**src/rtl/axis_fifo_controller.sv**
```systemverilog
// axis_fifo_controller
//
// Command-port initiator for the AXI-stream FIFO. Each request on the req stream
// is expanded into a micro-sequence of FIFO Set/Get commands. The status replies
// are collected and one packed snapshot, including the computed fill level, is
// returned on the rsp stream.
//
// Ports:
//   aclk, areset                  clock, synchronous active-high reset
//   req_tvalid/tready/tdata       request: [1:0] op, [PosWidth+1:2] arg
//                                 op 0 Snapshot, 1 SetEnable, 2 Flush, 3 Resize
//   rsp_tvalid/tready/tdata       response: {error, full, en_out, en_in,
//                                 length_1, rd, wr, level[PosWidth:0]}
//   cmd_tvalid/tready/tdata       FIFO command: {data, code[3:0]}
//   status_tvalid/tready/tdata    FIFO status reply
module axis_fifo_controller #(
    parameter int unsigned PosWidth      = 3,
    parameter int unsigned CmdDataWidth  = (PosWidth > 2) ? PosWidth : 2,
    parameter int unsigned TimeoutCycles = 255
) (
    input  logic                      aclk,
    input  logic                      areset,

    input  logic                      req_tvalid,
    output logic                      req_tready,
    input  logic [PosWidth+1:0]       req_tdata,

    output logic                      rsp_tvalid,
    input  logic                      rsp_tready,
    output logic [4*PosWidth+4:0]     rsp_tdata,

    output logic                      cmd_tvalid,
    input  logic                      cmd_tready,
    output logic [CmdDataWidth+3:0]   cmd_tdata,

    input  logic                      status_tvalid,
    output logic                      status_tready,
    input  logic [CmdDataWidth-1:0]   status_tdata
);

    localparam logic [1:0] OpSnapshot  = 2'd0;
    localparam logic [1:0] OpSetEnable = 2'd1;
    localparam logic [1:0] OpFlush     = 2'd2;
    localparam logic [1:0] OpResize    = 2'd3;

    localparam logic [3:0] CodeSetEnIO  = 4'd0;
    localparam logic [3:0] CodeSetWr    = 4'd1;
    localparam logic [3:0] CodeSetRd    = 4'd2;
    localparam logic [3:0] CodeSetFull  = 4'd3;
    localparam logic [3:0] CodeSetLen   = 4'd4;
    localparam logic [3:0] CodeGetEnIO  = 4'd5;
    localparam logic [3:0] CodeGetWr    = 4'd6;
    localparam logic [3:0] CodeGetRd    = 4'd7;
    localparam logic [3:0] CodeGetFull  = 4'd8;
    localparam logic [3:0] CodeGetLen   = 4'd9;

    localparam int unsigned TmoW   = (TimeoutCycles > 2) ? $clog2(TimeoutCycles) : 1;
    localparam logic [TmoW-1:0] TmoMax =
        TmoW'((TimeoutCycles == 0) ? 0 : TimeoutCycles - 1);
    localparam bit TmoEn = (TimeoutCycles != 0);

    localparam int unsigned RspW = 4 * PosWidth + 5;
    localparam logic [RspW-1:0] RspError = {1'b1, {(RspW-1){1'b0}}};
    localparam logic [PosWidth:0] LvlOne = (PosWidth+1)'(1);

    typedef enum logic [2:0] {StIdle, StIssue, StWait, StCalc, StResp} state_e;

    state_e                  state_q;
    logic [3:0]              step_q;
    logic [1:0]              op_q;
    logic [PosWidth-1:0]     arg_q;
    logic [1:0]              en_q;
    logic [PosWidth-1:0]     wr_q;
    logic [PosWidth-1:0]     rd_q;
    logic [PosWidth-1:0]     len1_q;
    logic                    full_q;
    logic [TmoW-1:0]         tmo_q;

    logic [3:0]              cur_code;
    logic                    cur_is_get;
    logic                    tmo_hit;
    logic [CmdDataWidth+3:0] next_cmd;
    logic [PosWidth:0]       len_full;
    logic [PosWidth:0]       wr_ext;
    logic [PosWidth:0]       rd_ext;
    logic [PosWidth:0]       level;

    // Command for a given step of an op's micro-sequence. Every op ends with the
    // five-step snapshot GetEnIO..GetLen, whose codes are consecutive.
    function automatic logic [CmdDataWidth+3:0] step_cmd(
        input logic [1:0]          op,
        input logic [3:0]          step,
        input logic [PosWidth-1:0] arg,
        input logic [1:0]          en
    );
        logic [3:0]              code;
        logic [CmdDataWidth-1:0] data;
        logic                    snap;
        logic [3:0]              idx;
        code = CodeGetEnIO;
        data = '0;
        snap = 1'b0;
        idx  = step;
        unique case (op)
            OpSnapshot: snap = 1'b1;
            OpSetEnable: begin
                if (step == 4'd0) begin
                    code = CodeSetEnIO;
                    data = CmdDataWidth'(arg[1:0]);
                end else begin
                    snap = 1'b1;
                    idx  = step - 4'd1;
                end
            end
            OpFlush: begin
                case (step)
                    4'd0: code = CodeGetEnIO;
                    4'd1: code = CodeSetEnIO;
                    4'd2: code = CodeSetWr;
                    4'd3: code = CodeSetRd;
                    4'd4: code = CodeSetFull;
                    4'd5: begin
                        code = CodeSetEnIO;
                        data = CmdDataWidth'(en);
                    end
                    default: begin
                        snap = 1'b1;
                        idx  = step - 4'd6;
                    end
                endcase
            end
            OpResize: begin
                case (step)
                    4'd0: code = CodeGetEnIO;
                    4'd1: code = CodeSetEnIO;
                    4'd2: begin
                        code = CodeSetLen;
                        data = CmdDataWidth'(arg);
                    end
                    4'd3: code = CodeSetWr;
                    4'd4: code = CodeSetRd;
                    4'd5: code = CodeSetFull;
                    4'd6: begin
                        code = CodeSetEnIO;
                        data = CmdDataWidth'(en);
                    end
                    default: begin
                        snap = 1'b1;
                        idx  = step - 4'd7;
                    end
                endcase
            end
        endcase
        if (snap) begin
            code = CodeGetEnIO + idx;
        end
        return {data, code};
    endfunction

    always_comb begin
        cur_code   = cmd_tdata[3:0];
        cur_is_get = (cur_code >= CodeGetEnIO);
        tmo_hit    = TmoEn && (tmo_q == TmoMax);
        next_cmd   = step_cmd(op_q, step_q + 4'd1, arg_q, en_q);
    end

    // Fill level from the captured pointers; L is length_1+1 at PosWidth+1 bits.
    always_comb begin
        len_full = {1'b0, len1_q} + LvlOne;
        wr_ext   = {1'b0, wr_q};
        rd_ext   = {1'b0, rd_q};
        if (full_q) begin
            level = len_full;
        end else if (wr_q >= rd_q) begin
            level = wr_ext - rd_ext;
        end else begin
            level = wr_ext + len_full - rd_ext;
        end
    end

    always_ff @(posedge aclk) begin
        if (areset) begin
            state_q       <= StIdle;
            step_q        <= '0;
            op_q          <= '0;
            arg_q         <= '0;
            en_q          <= '0;
            wr_q          <= '0;
            rd_q          <= '0;
            len1_q        <= '0;
            full_q        <= 1'b0;
            tmo_q         <= '0;
            req_tready    <= 1'b0;
            cmd_tvalid    <= 1'b0;
            cmd_tdata     <= '0;
            status_tready <= 1'b1;
            rsp_tvalid    <= 1'b0;
            rsp_tdata     <= '0;
        end else begin
            unique case (state_q)
                StIdle: begin
                    req_tready <= 1'b1;
                    if (req_tvalid && req_tready) begin
                        op_q          <= req_tdata[1:0];
                        arg_q         <= req_tdata[PosWidth+1:2];
                        step_q        <= '0;
                        tmo_q         <= '0;
                        cmd_tdata     <= step_cmd(req_tdata[1:0], 4'd0,
                                                  req_tdata[PosWidth+1:2], en_q);
                        cmd_tvalid    <= 1'b1;
                        status_tready <= 1'b0;
                        req_tready    <= 1'b0;
                        state_q       <= StIssue;
                    end
                end

                StIssue: begin
                    if (cmd_tready) begin
                        tmo_q <= '0;
                        if (cur_is_get) begin
                            cmd_tvalid    <= 1'b0;
                            status_tready <= 1'b1;
                            state_q       <= StWait;
                        end else begin
                            // Set commands chain straight into the next step.
                            step_q    <= step_q + 4'd1;
                            cmd_tdata <= next_cmd;
                        end
                    end else if (tmo_hit) begin
                        cmd_tvalid    <= 1'b0;
                        status_tready <= 1'b1;
                        rsp_tdata     <= RspError;
                        rsp_tvalid    <= 1'b1;
                        state_q       <= StResp;
                    end else begin
                        tmo_q <= tmo_q + 1'b1;
                    end
                end

                StWait: begin
                    if (status_tvalid) begin
                        tmo_q <= '0;
                        // Upper status bits are stale for EnIO and Full replies.
                        case (cur_code)
                            CodeGetEnIO: en_q   <= status_tdata[1:0];
                            CodeGetWr:   wr_q   <= status_tdata[PosWidth-1:0];
                            CodeGetRd:   rd_q   <= status_tdata[PosWidth-1:0];
                            CodeGetFull: full_q <= status_tdata[0];
                            CodeGetLen:  len1_q <= status_tdata[PosWidth-1:0];
                            default: ;
                        endcase
                        if (cur_code == CodeGetLen) begin
                            state_q <= StCalc;
                        end else begin
                            step_q        <= step_q + 4'd1;
                            cmd_tdata     <= next_cmd;
                            cmd_tvalid    <= 1'b1;
                            status_tready <= 1'b0;
                            state_q       <= StIssue;
                        end
                    end else if (tmo_hit) begin
                        rsp_tdata  <= RspError;
                        rsp_tvalid <= 1'b1;
                        state_q    <= StResp;
                    end else begin
                        tmo_q <= tmo_q + 1'b1;
                    end
                end

                StCalc: begin
                    rsp_tdata  <= {1'b0, full_q, en_q, len1_q, rd_q, wr_q, level};
                    rsp_tvalid <= 1'b1;
                    state_q    <= StResp;
                end

                StResp: begin
                    if (rsp_tready) begin
                        rsp_tvalid <= 1'b0;
                        req_tready <= 1'b1;
                        state_q    <= StIdle;
                    end
                end

                default: state_q <= StIdle;
            endcase
        end
    end

endmodule

```
**config.mk**
```make
export PLATFORM = sky130hd
export DESIGN_NAME = axis_fifo_controller
export DESIGN_NICKNAME = d
export VERILOG_FILES = /design/src/rtl/axis_fifo_controller.sv
export SDC_FILE = /design/constraint.sdc
export NUM_CORES = 1
export LEC_CHECK = 0
export CAP_MARGIN = 5
export CORE_MARGIN = 2
export CORE_UTILIZATION = 55
export CTS_CLUSTER_DIAMETER = 40
export DETAILED_ROUTE_END_ITERATION = 10
export GPL_TIMING_DRIVEN = 1
export PLACE_DENSITY = 0.89
export SYNTH_ARGS = -nofsm -noshare
export SYNTH_HDL_FRONTEND = slang
export SYNTH_SLANG_ARGS = --single-unit
```
**constraint.sdc**
```tcl
create_clock -name aclk -period 4.1 [get_ports aclk]
set_clock_uncertainty 0.05 [all_clocks]
set_input_delay 0.615 -clock aclk [delete_from_list [all_inputs] [get_ports aclk]]
set_output_delay 0.615 -clock aclk [all_outputs]
set_load 0.005 [all_outputs]
```
After elaboration in Yosys (flattened, before gate mapping)

Index checks and enable logic that the tools add are counted.

Flip-flop bits (word level): 60
Word-level logic and storage cells: 167

$add $sub $neg: 11
Order comparisons: 2
Equal/unequal tests: 32
Mux-type cells: 79
Reduce and logical (&&, ||, !) cells: 27

Operators with widths:

| operator                                             | count |
|---|---|
| two-way mux 4 bit                                    | 14 |
| two-way mux 17 bit                                   | 3 |
| case mux 17 bit (3 select lines)                     | 1 |
| two-way mux 7 bit                                    | 5 |
| two-way mux 8 bit                                    | 4 |
| case mux 3 bit (5 select lines)                      | 2 |
| equality test 4 x 3 -> 1 bit (second input constant) | 6 |
| two-way mux 1 bit                                    | 24 |
| two-way mux 3 bit                                    | 8 |
| case mux 4 bit (3 select lines)                      | 2 |
| case mux 8 bit (3 select lines)                      | 1 |
| case mux 7 bit (3 select lines)                      | 1 |
| AND reduction 3 bit                                  | 7 |
| case mux 3 bit (3 select lines)                      | 2 |
| != test 2 bit (second input constant)                | 8 |
| case mux 3 bit (4 select lines)                      | 1 |
| AND reduction 6 bit                                  | 2 |
| adder 3 x 4 -> 4 bit (first input constant)          | 2 |
| adder 8 x 1 -> 8 bit (second input constant)         | 1 |
| equality test 2 bit (second input constant)          | 4 |
| equality test 4 x 2 -> 1 bit (second input constant) | 2 |
| equality test 4 bit (second input constant)          | 2 |
| equality test 8 bit (second input constant)          | 1 |
| two-way mux 2 bit                                    | 4 |
| 32 further kinds                                     | 44 |

Logic depth before layout (Yosys ltp)

Word-level depth: 10
Mapped depth: 13
Depth with buffers taken out: 12

Worst setup path after synthesis

OpenSTA, ideal clock, no wires.

Path type: flip-flop to flip-flop
From: register step_q[0]
To: register cmd_tdata[2]
Library setup time: 0.087 ns
Data arrival time: 2.947 ns
Required time: 3.963 ns
Setup slack: 1.016 ns
Cell stages (with the launch flop): 13
Path buffers: 2
Path through: dfxtp_1 buf_2 inv_1 ha_1 clkbuf_1 a2111oi_4 nor3b_1 or4_4 and2_1 ha_1 and3_1 o211a_1 o31ai_1

Longest elaborated chain between the ends: 10
Elaborated cells on any way between the ends: 34
Those cells by class: 5 x add/sub; 6 x eq/ne; 18 x mux; 5 x reduce/logical

Ends and longest elaborated chain:

| item                                                              | line     | RTL |
|---|---|---|
| start: declaration                                                | 69       | `logic [3:0] step_q;` |
| start signal: assignment                                          | 226      | `step_q <= step_q + 4'd1;` |
| start signal: assignment                                          | 255      | `step_q <= step_q + 4'd1;` |
| adder 4 x 1 -> 4 bit (*)                                          | 164      | `next_cmd = step_cmd(op_q, step_q + 4'd1, arg_q, en_q);` |
| branches (longest 5 deep; another with subtractor 4 x 3 -> 4 bit) | --       |  |
| two-way mux 4 bit (*)                                             | 154      | `if (snap) begin` |
| two-way mux 7 bit (on tied branches)                              | 252, 220 |  |
| two-way mux 7 bit (on tied branches)                              | 241, 218 |  |
| case mux 7 bit (3 select lines) (*)                               | 200      | `unique case (state_q)` |
| end signal: assignment                                            | 208      | `cmd_tdata <= step_cmd(req_tdata[1:0], 4'd0,` |
| end signal: assignment                                            | 227      | `cmd_tdata <= next_cmd;` |
| end signal: assignment                                            | 256      | `cmd_tdata <= next_cmd;` |
| end: declaration                                                  | 34       | `output logic [CmdDataWidth+3:0] cmd_tdata,` |

Mark *: on every way between the ends. The select of a mux whose other input is x is not followed.
A chain may end at the register's enable or synchronous reset.

Worst setup path after layout

From: register step_q[1]
To: register cmd_tdata[2]

Same word-level chain as after synthesis.

==> impl_metrics.json <==
{
  "run_status": "finished clean",
  "number_of_max_capacitance_violations_reported": 0,
  "crit_top_cell": "sky130_fd_sc_hd__ha_1",
  "clkTransAtPathRegs_ns": 0.07,
  "share_of_the_yosys_chip_area_belonging_to_registers": 0.3236,
  "cts-buffers-inserted": 9,
  "tns_setup_ns": 0,
  "drt-initial-drc-count": 347,
  "clock_tree.buffer_depth": 2,
  "total_setup_buffers_inserted_after_cts": 0,
  "cts_tree": "built",
  "start_util": 0.5780,
  "report.power.total_mw": 1.474,
  "synth-edff-count": 0,
  "antenna_found_initial": 0,
  "final_core_density": 0.6863,
  "worst-setup-path-type": "register to register",
  "finalWeightedCongestion": 0.9533,
  "vdd.ir_drop.worst_uv": 282.1,
  "achievable-frequency_ghz": 0.2851,
  "fin_nets": 523,
  "num_vias": 3571,
  "firstDrtPassIters": 5,
  "final_hold_slack_ns": 0.4253,
  "via_count_of_the_first_global_routing_pass": 3250,
  "routed_wire_length_per_instance_um": 16.60,
  "worst_setup_path_start_kind": "register",
  "cells_along_the_critical_path": "ha_1 > xnor2_1 > a2111oi_4 > nor3b_1 > or4_4 > and2_1 > ha_1 > and3_1 > o211a_1 > o31ai_1",
  "fin_crit_ns": 3.507,
  "antenna_violating_nets_left": 0,
  "dpl.hpwl_mm": 6.783,
  "worst-endpoint-arrival_ns": 3.72,
  "yosys_most_used_dff": "sky130_fd_sc_hd__dfxtp_1",
  "worst_setup_path_end_kind": "register",
  "vias_per_cell": 6.276,
  "synth.distinct_cells": 64,
  "synth_async_sr_flop_share": 0,
  "layout_common_cells": "sky130_fd_sc_hd__nor2_1, sky130_fd_sc_hd__dfxtp_1, sky130_fd_sc_hd__a21oi_1",
  "path_max_fanout": 12,
  "critical-path-top-delay-family": "simple AND/OR/NAND/NOR gates",
  "clock-root-buffer": "sky130_fd_sc_hd__clkbuf_8",
  "max_slew.worst_pin.slew_ns": 0.9630,
  "grt_use_total": 0.2620,
  "final_cell_area_um2": 4408,
  "insertion_delay_ns": 0.35,
  "unrepaired_setup_endpoints_after_global_routing": "no",
  "setup_violations": 0,
  "most_frequent_standard_cell_in_the_layout_excluding_fill_and_tap_cells": "sky130_fd_sc_hd__nor2_1",
  "slowest_delay_ns": 0.54,
  "worst_slack_placed_ns": 0.6523,
  "worst_slack_ns": 0.5925,
  "post_syn_nets": 492,
  "cp_num_buf_inv": 0,
  "timing_max_transition_violations_final": 0,
  "slew_headroom": 0.3580,
  "grt_max_degree": 56,
  "finish.cell_count_without_fillers": 569,
  "mappedNetlistArea_um2": 3712,
  "power.density_nw_per_um2": 334.5,
  "clock_sinks": 60,
  "wire_length_of_the_first_global_routing_pass_mm": 15.53,
  "ys_seq_elements": 60,
  "average_instance_area_after_synthesis_um2": 8.141,
  "hold_violations": 0,
  "placed_area_um2": 4144,
  "floorplan.core_area_um2": 6422,
  "insertedDiodeCount": 0,
  "min_period_over_period": 0.8555,
  "die_x_um": 86.16,
  "post_cts_gate_resize_count": 0,
  "numPortBuffers": 41,
  "htreeDepth": 3,
  "drive_gt1_frac": 0.06911,
  "globalRouteOverflowTotal": 0,
  "syn_to_final_growth_pct": 18.74,
  "cp.required_ns": 4.32,
  "cts.hold.buffers_added": 0,
  "synth_warnings": 0,
  "static-leakage-power_nw": 1.668,
  "synthCells": 456,
  "placedCellCount": 553,
  "io_pins": 42,
  "design.die.area_um2": 7423,
  "die_h_um": 86.16,
  "critical-path-slowest-cell": "sky130_fd_sc_hd__a2111oi_4",
  "worst_hold_path_type": "register to register",
  "route.final.wire_length_mm": 9.445,
  "rows": 29,
  "post-route-drc-count": 0
}
==> flip-flops by register name, indices dropped and copies added, names as in the netlist <==
name,flops
op_q,2
step_q,4
cmd_tvalid,1
rsp_tvalid,1
rd_q,3
tmo_q,8
en_q,2
req_tready,1
wr_q,3
arg_q,3
full_q,1
cmd_tdata,7
rsp_tdata,17
len1_q,3
state_q,3
status_tready,1
==> cell type report <==
class                   count  area [um2]
well taps                  77       96.34
multi-input cells         349        2325
clock buffers              10       127.6
fillers                   509        2014
inverters                  21       78.83
repair buffers             46       442.9
flip-flops and latches     60        1201
clock inverters             6       136.4
==> cells in the mapped netlist (6+ instances only) <==
cell,instances,area share
sky130_fd_sc_hd__mux2i_1,20,0.054
sky130_fd_sc_hd__dfxtp_1,60,0.32
sky130_fd_sc_hd__o21ai_0,23,0.031
sky130_fd_sc_hd__a22oi_1,15,0.030
sky130_fd_sc_hd__inv_1,21,0.021
sky130_fd_sc_hd__nand3b_1,6,0.012
sky130_fd_sc_hd__nor3_1,10,0.013
sky130_fd_sc_hd__ha_1,17,0.057
sky130_fd_sc_hd__nor2_1,70,0.071
sky130_fd_sc_hd__nand2_1,24,0.024
sky130_fd_sc_hd__clkbuf_1,20,0.020
sky130_fd_sc_hd__a21oi_1,41,0.055
sky130_fd_sc_hd__nand3_1,18,0.024
sky130_fd_sc_hd__nand2b_1,9,0.015
==> per-layer routing <==
metal,share of wire,track usage,routed length (um)
met1,0.45,0.3579,4283
met5,0,0,0
met2,0.46,0.4094,4384
met3,0.067,0.07315,635
met4,0.015,0.06638,142
==> path summary, 6_finish.rpt <==
| check | startpoint | endpoint | slack [ns] | cells after the start |
|---|---|---|---|---|
| worst max-delay path | step_q[1] | cmd_tdata[2] | 0.59 | 10 |
| worst min-delay path | status_tready | status_tready | 0.43 | 2 |
| worst max register to register | step_q[1] | cmd_tdata[2] | 0.59 | 10 |
| worst min register to register | status_tready | status_tready | 0.43 | 2 |
==> worst reg2reg max path, stage by stage (launching register included) <==
cell                        delay (ns)
sky130_fd_sc_hd__dfxtp_1          0.51
sky130_fd_sc_hd__ha_1             0.46
sky130_fd_sc_hd__xnor2_1          0.24
sky130_fd_sc_hd__a2111oi_4        0.54
sky130_fd_sc_hd__nor3b_1          0.16
sky130_fd_sc_hd__or4_4            0.54
sky130_fd_sc_hd__and2_1           0.18
sky130_fd_sc_hd__ha_1             0.18
sky130_fd_sc_hd__and3_1           0.15
sky130_fd_sc_hd__o211a_1          0.20
sky130_fd_sc_hd__o31ai_1          0.23
==> logic make-up after synthesis <==
logic type / Yosys count / synth area share
muxes: 22 / 0.05999
and+or+nand+nor: 168 / 0.2265
xor gates and xnor gates: 7 / 0.01854
DFF: 60 / 0.3236
buffers and inverters: 47 / 0.05022
adders and majority gates: 22 / 0.08426
AOI/OAI and AO/OA: 130 / 0.2369
==> where the power goes <==
part	internal, mW	switching, mW	total [mW]
registers	0.597	0.0175	0.614
clock network	0.466	0.245	0.711
logic	0.0671	0.0820	0.149
total	1.13	0.344	1.47
(Power assumes the default switching activity.)
